[src/rtl/debounce_go_stop_strobe.sv]
// Synchronizes and debounces raw go/stop lines and turns their debounced rising
// edges into single-cycle strobes, with a holdoff window that drops re-triggered go edges.

module debounce_go_stop_strobe_chan #(
    parameter int p_SYNC_STAGES     = 2,
    parameter int p_DEBOUNCE_CYCLES = 16
) (
    input  logic i_clk,
    input  logic i_rst,
    input  logic i_raw,
    output logic o_level
);
    localparam int               lp_CW   = $clog2(p_DEBOUNCE_CYCLES) + 1;
    localparam logic [lp_CW-1:0] lp_LAST = lp_CW'(p_DEBOUNCE_CYCLES - 1);
    localparam logic [lp_CW-1:0] lp_ONE  = lp_CW'(1);

    localparam logic [1:0] ST_STABLE_LO = 2'd0;
    localparam logic [1:0] ST_CHK_HI    = 2'd1;
    localparam logic [1:0] ST_STABLE_HI = 2'd2;
    localparam logic [1:0] ST_CHK_LO    = 2'd3;

    logic [p_SYNC_STAGES-1:0] r_sync;
    logic [1:0]               r_state;
    logic [lp_CW-1:0]         r_count;
    logic                     r_level;
    logic                     w_sample;

    always_ff @(posedge i_clk or posedge i_rst) begin
        if (i_rst) begin
            r_sync <= '0;
        end else begin
            r_sync <= {r_sync[p_SYNC_STAGES-2:0], i_raw};
        end
    end

    assign w_sample = r_sync[p_SYNC_STAGES-1];

    // The count reaches LAST on the D-th consecutive sample, so it never wraps.
    always_ff @(posedge i_clk or posedge i_rst) begin
        if (i_rst) begin
            r_state <= ST_STABLE_LO;
            r_count <= '0;
            r_level <= 1'b0;
        end else begin
            case (r_state)
                ST_STABLE_LO: begin
                    if (w_sample) begin
                        r_state <= ST_CHK_HI;
                        r_count <= lp_ONE;
                    end
                end
                ST_CHK_HI: begin
                    if (!w_sample) begin
                        r_state <= ST_STABLE_LO;
                        r_count <= '0;
                    end else if (r_count == lp_LAST) begin
                        r_state <= ST_STABLE_HI;
                        r_count <= '0;
                        r_level <= 1'b1;
                    end else begin
                        r_count <= r_count + lp_ONE;
                    end
                end
                ST_STABLE_HI: begin
                    if (!w_sample) begin
                        r_state <= ST_CHK_LO;
                        r_count <= lp_ONE;
                    end
                end
                ST_CHK_LO: begin
                    if (w_sample) begin
                        r_state <= ST_STABLE_HI;
                        r_count <= '0;
                    end else if (r_count == lp_LAST) begin
                        r_state <= ST_STABLE_LO;
                        r_count <= '0;
                        r_level <= 1'b0;
                    end else begin
                        r_count <= r_count + lp_ONE;
                    end
                end
                default: begin
                    r_state <= ST_STABLE_LO;
                    r_count <= '0;
                    r_level <= 1'b0;
                end
            endcase
        end
    end

    assign o_level = r_level;
endmodule

module debounce_go_stop_strobe #(
    parameter int p_SYNC_STAGES     = 2,
    parameter int p_DEBOUNCE_CYCLES = 16,
    parameter int p_HOLDOFF_CYCLES  = 8
) (
    input  logic i_clk,
    input  logic i_rst,
    input  logic i_go_raw,
    input  logic i_stop_raw,
    output logic o_go,
    output logic o_stop,
    output logic o_go_level,
    output logic o_stop_level,
    output logic o_go_dropped,
    output logic o_holdoff
);
    localparam int               lp_HW   = (p_HOLDOFF_CYCLES < 1) ? 1 : $clog2(p_HOLDOFF_CYCLES + 1);
    localparam logic [lp_HW-1:0] lp_HOLD = lp_HW'(p_HOLDOFF_CYCLES);
    localparam logic [lp_HW-1:0] lp_HONE = lp_HW'(1);

    logic             w_go_level;
    logic             w_stop_level;
    logic             r_go_level_q;
    logic             r_stop_level_q;
    logic             w_go_rise;
    logic             w_stop_rise;
    logic             w_hold_zero;
    logic             w_go_accept;
    logic [lp_HW-1:0] w_holdoff_next;
    logic [lp_HW-1:0] r_holdoff_cnt;
    logic             r_go;
    logic             r_stop;
    logic             r_go_dropped;
    logic             r_holdoff;

    debounce_go_stop_strobe_chan #(
        .p_SYNC_STAGES    (p_SYNC_STAGES),
        .p_DEBOUNCE_CYCLES(p_DEBOUNCE_CYCLES)
    ) u_go_chan (
        .i_clk  (i_clk),
        .i_rst  (i_rst),
        .i_raw  (i_go_raw),
        .o_level(w_go_level)
    );

    debounce_go_stop_strobe_chan #(
        .p_SYNC_STAGES    (p_SYNC_STAGES),
        .p_DEBOUNCE_CYCLES(p_DEBOUNCE_CYCLES)
    ) u_stop_chan (
        .i_clk  (i_clk),
        .i_rst  (i_rst),
        .i_raw  (i_stop_raw),
        .o_level(w_stop_level)
    );

    assign w_go_rise   = w_go_level & ~r_go_level_q;
    assign w_stop_rise = w_stop_level & ~r_stop_level_q;
    assign w_hold_zero = (r_holdoff_cnt == '0);
    // Stop always wins over a coincident go edge.
    assign w_go_accept = w_go_rise & w_hold_zero & ~w_stop_rise;

    always_comb begin
        w_holdoff_next = r_holdoff_cnt;
        if (w_stop_rise) begin
            w_holdoff_next = '0;
        end else if (w_go_accept) begin
            w_holdoff_next = lp_HOLD;
        end else if (!w_hold_zero) begin
            w_holdoff_next = r_holdoff_cnt - lp_HONE;
        end
    end

    always_ff @(posedge i_clk or posedge i_rst) begin
        if (i_rst) begin
            r_go_level_q   <= 1'b0;
            r_stop_level_q <= 1'b0;
            r_holdoff_cnt  <= '0;
            r_go           <= 1'b0;
            r_stop         <= 1'b0;
            r_go_dropped   <= 1'b0;
            r_holdoff      <= 1'b0;
        end else begin
            r_go_level_q   <= w_go_level;
            r_stop_level_q <= w_stop_level;
            r_holdoff_cnt  <= w_holdoff_next;
            r_go           <= w_go_accept;
            r_stop         <= w_stop_rise;
            r_go_dropped   <= w_go_rise & ~w_go_accept;
            r_holdoff      <= (w_holdoff_next != '0);
        end
    end

    assign o_go         = r_go;
    assign o_stop       = r_stop;
    assign o_go_level   = w_go_level;
    assign o_stop_level = w_stop_level;
    assign o_go_dropped = r_go_dropped;
    assign o_holdoff    = r_holdoff;
endmodule
[config.mk]
export PLATFORM = sky130hd
export DESIGN_NAME = debounce_go_stop_strobe
export DESIGN_NICKNAME = d
export VERILOG_FILES = /design/src/rtl/debounce_go_stop_strobe.sv
export SDC_FILE = /design/constraint.sdc
export NUM_CORES = 1
export LEC_CHECK = 0
export BUFFER_PORTS_ARGS = -buffer_cell sky130_fd_sc_hd__buf_2
export CAP_MARGIN = 30
export CORE_MARGIN = 5
export CORE_UTILIZATION = 28
export CTS_BUF_LIST = sky130_fd_sc_hd__clkbuf_8
export DETAILED_ROUTE_END_ITERATION = 10
export PLACE_DENSITY = 0.48
export SLEW_MARGIN = 10
export SYNTH_ARGS = -nofsm -noshare
export SYNTH_HDL_FRONTEND = slang
export SYNTH_SLANG_ARGS = --single-unit
[constraint.sdc]
create_clock -name i_clk -period 1.9 [get_ports i_clk]
set_clock_uncertainty 0.1 [all_clocks]
set_input_delay 0.285 -clock i_clk [delete_from_list [all_inputs] [get_ports i_clk]]
set_output_delay 0.285 -clock i_clk [all_outputs]
set_load 0.01 [all_outputs]
# Word-level counts from Yosys, hierarchy flattened
# Cells that the tools add are included.
[op_classes]
addsub = 3
multipliers = 0
div = 0
n_lt_le_gt_ge = 0
eq_ne = 24
shifts = 0
muxes = 39
n_bitwise = 9
n_reduce_logical = 12
[op_table]
columns = ["op", "count"]
rows = [
  ["5-bit 2-to-1 mux", 10],
  ["5-bit one-hot mux with 4 select lines", 2],
  ["2-bit 2-to-1 mux", 12],
  ["2-bit by 1-bit inequality test with 1-bit output, second input constant", 8],
  ["2-bit one-hot mux with 4 select lines", 2],
  ["4-bit 2-to-1 mux", 3],
  ["5-bit by 1-bit adder with 5-bit output, second input constant", 2],
  ["5-bit by 4-bit equality test with 1-bit output, second input constant", 2],
  ["5-bit AND reduction", 2],
  ["2-bit equality test, second input constant", 4],
  ["1-bit 2-to-1 mux", 8],
  ["2-bit inequality test, second input constant", 4],
  ["4-bit AND reduction", 2],
  ["3-bit by 1-bit inequality test with 1-bit output, second input constant", 2],
  ["3-bit inequality test, second input constant", 2],
  ["1-bit bitwise AND", 5],
  ["2-bit by 1-bit equality test with 1-bit output, second input constant", 2],
  ["2-bit zero test", 2],
  ["4-bit zero test", 1],
  ["1-bit NOT", 4],
  ["1-bit one-hot mux with 2 select lines", 2],
  ["2-bit AND reduction", 2],
  ["2-bit nonzero test", 2],
  ["4-bit nonzero test", 1],
  ["4-bit by 1-bit subtractor with 4-bit output, second input constant", 1],
]
[word_totals]
ff_bits = 30
latch_bits = 0
mem_bits_rw = 0
rom_bits = 0
input_bits = 4
mem_count = 0

# Depth between registers and ports, before layout
[depth]
ltp_word = 7
mapped_depth = 6

# Modules after synthesis
# A second synthesis with hierarchy kept.
[unflattened]
cells_unflattened = 128
hier_area_um2 = 1357.6
[by_module_without_submodules]
columns = ["mod", "n_inst", "cells_each", "area_each_um2", "seq_area_each_um2"]
rows = [
  ["debounce_go_stop_strobe_chan", 2, 44, 464.2, 250.2],
  ["debounce_go_stop_strobe", 1, 40, 429.2, 250.2],
]

# Worst setup path before layout
# No wires, ideal clock.
[synth_timing]
path_type = "register to register"
from = "register r_holdoff_cnt[0]"
to = "register r_holdoff (netlist: o_holdoff)"
arrival_time_ns = 1.306
setup_slack_ns = 0.354
path_stages_with_launch = 7
n_path_buf = 0
synth_period_minus_slack_ns = 1.546
path_cell_list = "dfrtp_1 inv_1 ha_1 nor3b_2 a21oi_1 a31oi_1 o21ai_0"
[synth_between]
elab_chain_len = 6
elab_cells_between_ends = 8
classes_between = "add/sub (1); mux (3); bitwise (2); reduce/logical (2)"
[synth_rtl]
columns = ["item", "line_no", "text"]
rows = [
  ["start: declaration", "123", "logic [lp_HW-1:0] r_holdoff_cnt;"],
  ["start signal: assignment", "178", "r_holdoff_cnt <= w_holdoff_next;"],
  ["branches (longest 3 deep; another with 4-bit by 1-bit subtractor with 4-bit output)", "n/a", ""],
  ["4-bit 2-to-1 mux *", "159", "end else if (w_go_accept) begin"],
  ["4-bit 2-to-1 mux *", "157", "if (w_stop_rise) begin"],
  ["4-bit nonzero test *", "182", "r_holdoff <= (w_holdoff_next != '0);"],
  ["end signal: assignment", "182", ""],
  ["end: declaration", "127", "logic r_holdoff;"],
]
# Every way passes the cells marked *.
# A chain may end at the register's enable or synchronous reset.

==> impl_metrics.ini <==
[status]
outcome = completed

[cts]
cts_setup_buffers = 0
cts-root-buf = clkbuf_8
cts_made_buffers = 5
cts_sinks = 30
clockBufferDepth = 2
clk_latency_ns = 0.28
cts_tree = done
cts.clk_slew.worst_paths_ns = 0.06
htreeDepth = 2

[placed_design]
dpl.cell_count = 181
dp_hpwl_um = 1551
numPortBuffers = 9
routabilityCongestion = 0.7854

[power]
p_per_area_nw_per_um2 = 1080
ir_drop_v = 0.0003955
leakagePower_nw = 0.7338

[setup_path]
end_kind = flip-flop
critPathLaunchType = flip-flop
crit_required_ns = 1.96
path_class = reg -> reg
arrival_ns = 1.70
cp_max_fo = 4

[final_layout]
area_growth_pct = 17.16
final_cell_count_no_fill = 190
layout_common_cells = dfrtp_1, a21oi_1, nand2_1, inv_1, buf_2
num-fill-cells = 471
final_common_cell = dfrtp_1
ff_latch_area_um2 = 750.7
multiInputGateArea_um2 = 530.5
drive_gt1_share_pct = 17.39
nets = 145
num_antenna_cells = 0

[timing]
setup_viol = 0
setup_tns_ns = 0
drv_slew = 0
hold_viol = 0
worstMarginPinSlew_ns = 0.3779
period_needed_ns = 1.635
rsz0062_at_grt = no
relSlewSlack_pct = 74.81
fin_crit_sh_pct = 86.06
max_freq_mhz = 611.6

[routing]
num_vias = 892
routedWlPerCell_um = 12.02
drtIter0Drc = 79
drc = 0
routed_wl_um = 2284
drt_pass1_iterations = 3
ant_nets = 0
vias_per_cell = 4.695

[flow_run]
drv_cap = 0

[logic_synthesis]
syn_inst = 119
syn_area_per_cell_um2 = 10.97
yosys.cell_types.count = 32
ys_seq_area_share_pct = 57.53
synth.cell_area_um2 = 1305
synth_nets = 126
yosysWarnings = 0
ys_seq_elements = 30

[grt]
grt_pass1_wl_um = 3926
grt_usage_pct = 8.366
grt-ovfl-total = 0
antenna_found_initial = 0
grt_pass1_vias = 846
grt_max_degree = 31

[min_path]
worstHoldPathType = in -> reg

[floorplan]
core_um2 = 4444
fp.dieArea_um2 = 6126
die_w_um = 78.27
initial_core_util_pct = 29.36
fp.dieH_um = 78.27
std_cell_rows = 24
io_pins = 10
-- critical path, stage by stage, from the launching register on --
cell and delay [ns]:
dfrtp_1 0.40, ha_1 0.21, nand3_1 0.13, nor3_1 0.30
mux2_2 0.38
-- synthesized netlist by cell type --
cell type / n / area share [%]
a211o_1: 1 / 0.67
a211oi_1: 1 / 0.58
a21o_1: 1 / 0.58
a21oi_1: 11 / 4.2
a22o_1: 1 / 0.67
a31oi_1: 4 / 1.9
and3_1: 1 / 0.48
and4b_1: 1 / 0.77
clkbuf_1: 1 / 0.29
dfrtp_1: 30 / 58
ha_1: 3 / 2.9
inv_1: 7 / 2.0
mux2_2: 2 / 1.7
nand2_1: 9 / 2.6
nand2_2: 1 / 0.48
nand2b_1: 2 / 0.96
nand3_1: 6 / 2.3
nor2_1: 8 / 2.3
nor2b_1: 2 / 0.96
nor3_1: 3 / 1.2
nor3b_2: 1 / 0.96
nor4b_2: 1 / 1.2
o21a_1: 3 / 1.7
o21ai_0: 6 / 2.3
o21bai_1: 1 / 0.58
o2bb2ai_1: 1 / 0.67
o311ai_0: 1 / 0.67
o41ai_1: 1 / 0.67
or2_2: 2 / 0.96
xnor2_1: 4 / 2.7
xor2_1: 2 / 1.3
xor2_2: 1 / 1.2
-- timing repair --
action | CTS | global route
hold buffers | 1 | 1
endpoints found under the setup margin | 0 | 1
hold endpoints to repair | 30 | 1
gates resized for setup | 0 | 1
-- metrics by stage --
step                utilization [%]  total power, mW  instance area [µm²]  hold slack (ns)  setup WS (ns)
finish                        34.40            1.652                 1529          0.01803         0.2649
global route                  34.40            1.775                 1529         0.007585        0.02037
CTS                           34.04            1.662                 1513         0.003334         0.2556
detailed placement            32.09            1.180                 1426           0.2355         0.2571
global placement              32.09            1.172                 1426           0.2343         0.3090
floorplan                         -            1.092                 1305           0.2164         0.3545
-- flip-flops by register name (all words and copies together), names as in the netlist, named ones only --
register	cells
u_go_chan.r_count	5
u_stop_chan.r_count	5
r_holdoff_cnt	4
u_go_chan.r_sync	2
u_stop_chan.r_sync	2
o_go	1
o_go_dropped	1
o_holdoff	1
o_stop	1
r_go_level_q	1
r_stop_level_q	1
u_go_chan.o_level	1
u_go_chan.r_state	1
u_stop_chan.o_level	1
u_stop_chan.r_state	1
-- routing by layer --
metal  share of wire [%]  vias up  global-route usage (%)  wire length [µm]
li1                    -      457                       -                 -
met1                  48      414                   9.986              1102
met2                  45       14                   12.41              1020
met3                 4.6        7                   3.547               106
met4                 2.4        0                   5.245                54
met5                   0        -                       0                 0
-- cell families after synthesis --
logic type               count (synthesis)  share of synthesized area [%]
adder cells (fa/ha/maj)                  3                          2.877
XOR/XNOR                                 7                          5.274
AND/OR/NAND/NOR                         37                          15.05
multiplexers                             2                          1.726
buffers and inverters                    8                          2.301
flip-flops                              30                          57.53
AO/OA/AOI/OAI                           32                          15.25
-- cell type report --
cell class                      instances  share of cell area, %
Clock buffer                            5                  4.501
Clock inverter                          2                 0.4910
Inverter                                7                  1.718
Multi-Input combinational cell         81                  34.70
Sequential cell                        30                  49.10
Tap cell                               52                  4.255
Timing Repair Buffer                   13                  5.237
-- power by group --
part	switching [mW]	leakage (nW)	internal, mW	total (mW)
combinational	0.186	0.303	0.194	0.380
sequential	0.0855	0.384	0.717	0.802
clock	0.228	0.0466	0.241	0.469
total	0.500	0.734	1.15	1.65
-- worst paths after layout --
path                                         from                endpoint  slack, ns  depth (start not counted)
setup reg to reg           u_stop_chan.r_count[0]               flip-flop       0.26                          4
hold / removal                           i_go_raw     u_go_chan.r_sync[0]       0.02                          1
min in group asynchronous                   i_rst  u_stop_chan.r_count[4]       0.52                          4
hold reg to reg             u_stop_chan.r_sync[0]   u_stop_chan.r_sync[1]       0.25                          0
setup / recovery           u_stop_chan.r_count[0]               flip-flop       0.26                          4
max in group asynchronous                   i_rst     u_go_chan.r_sync[1]       0.90                          4
(Power assumes the default switching activity.)
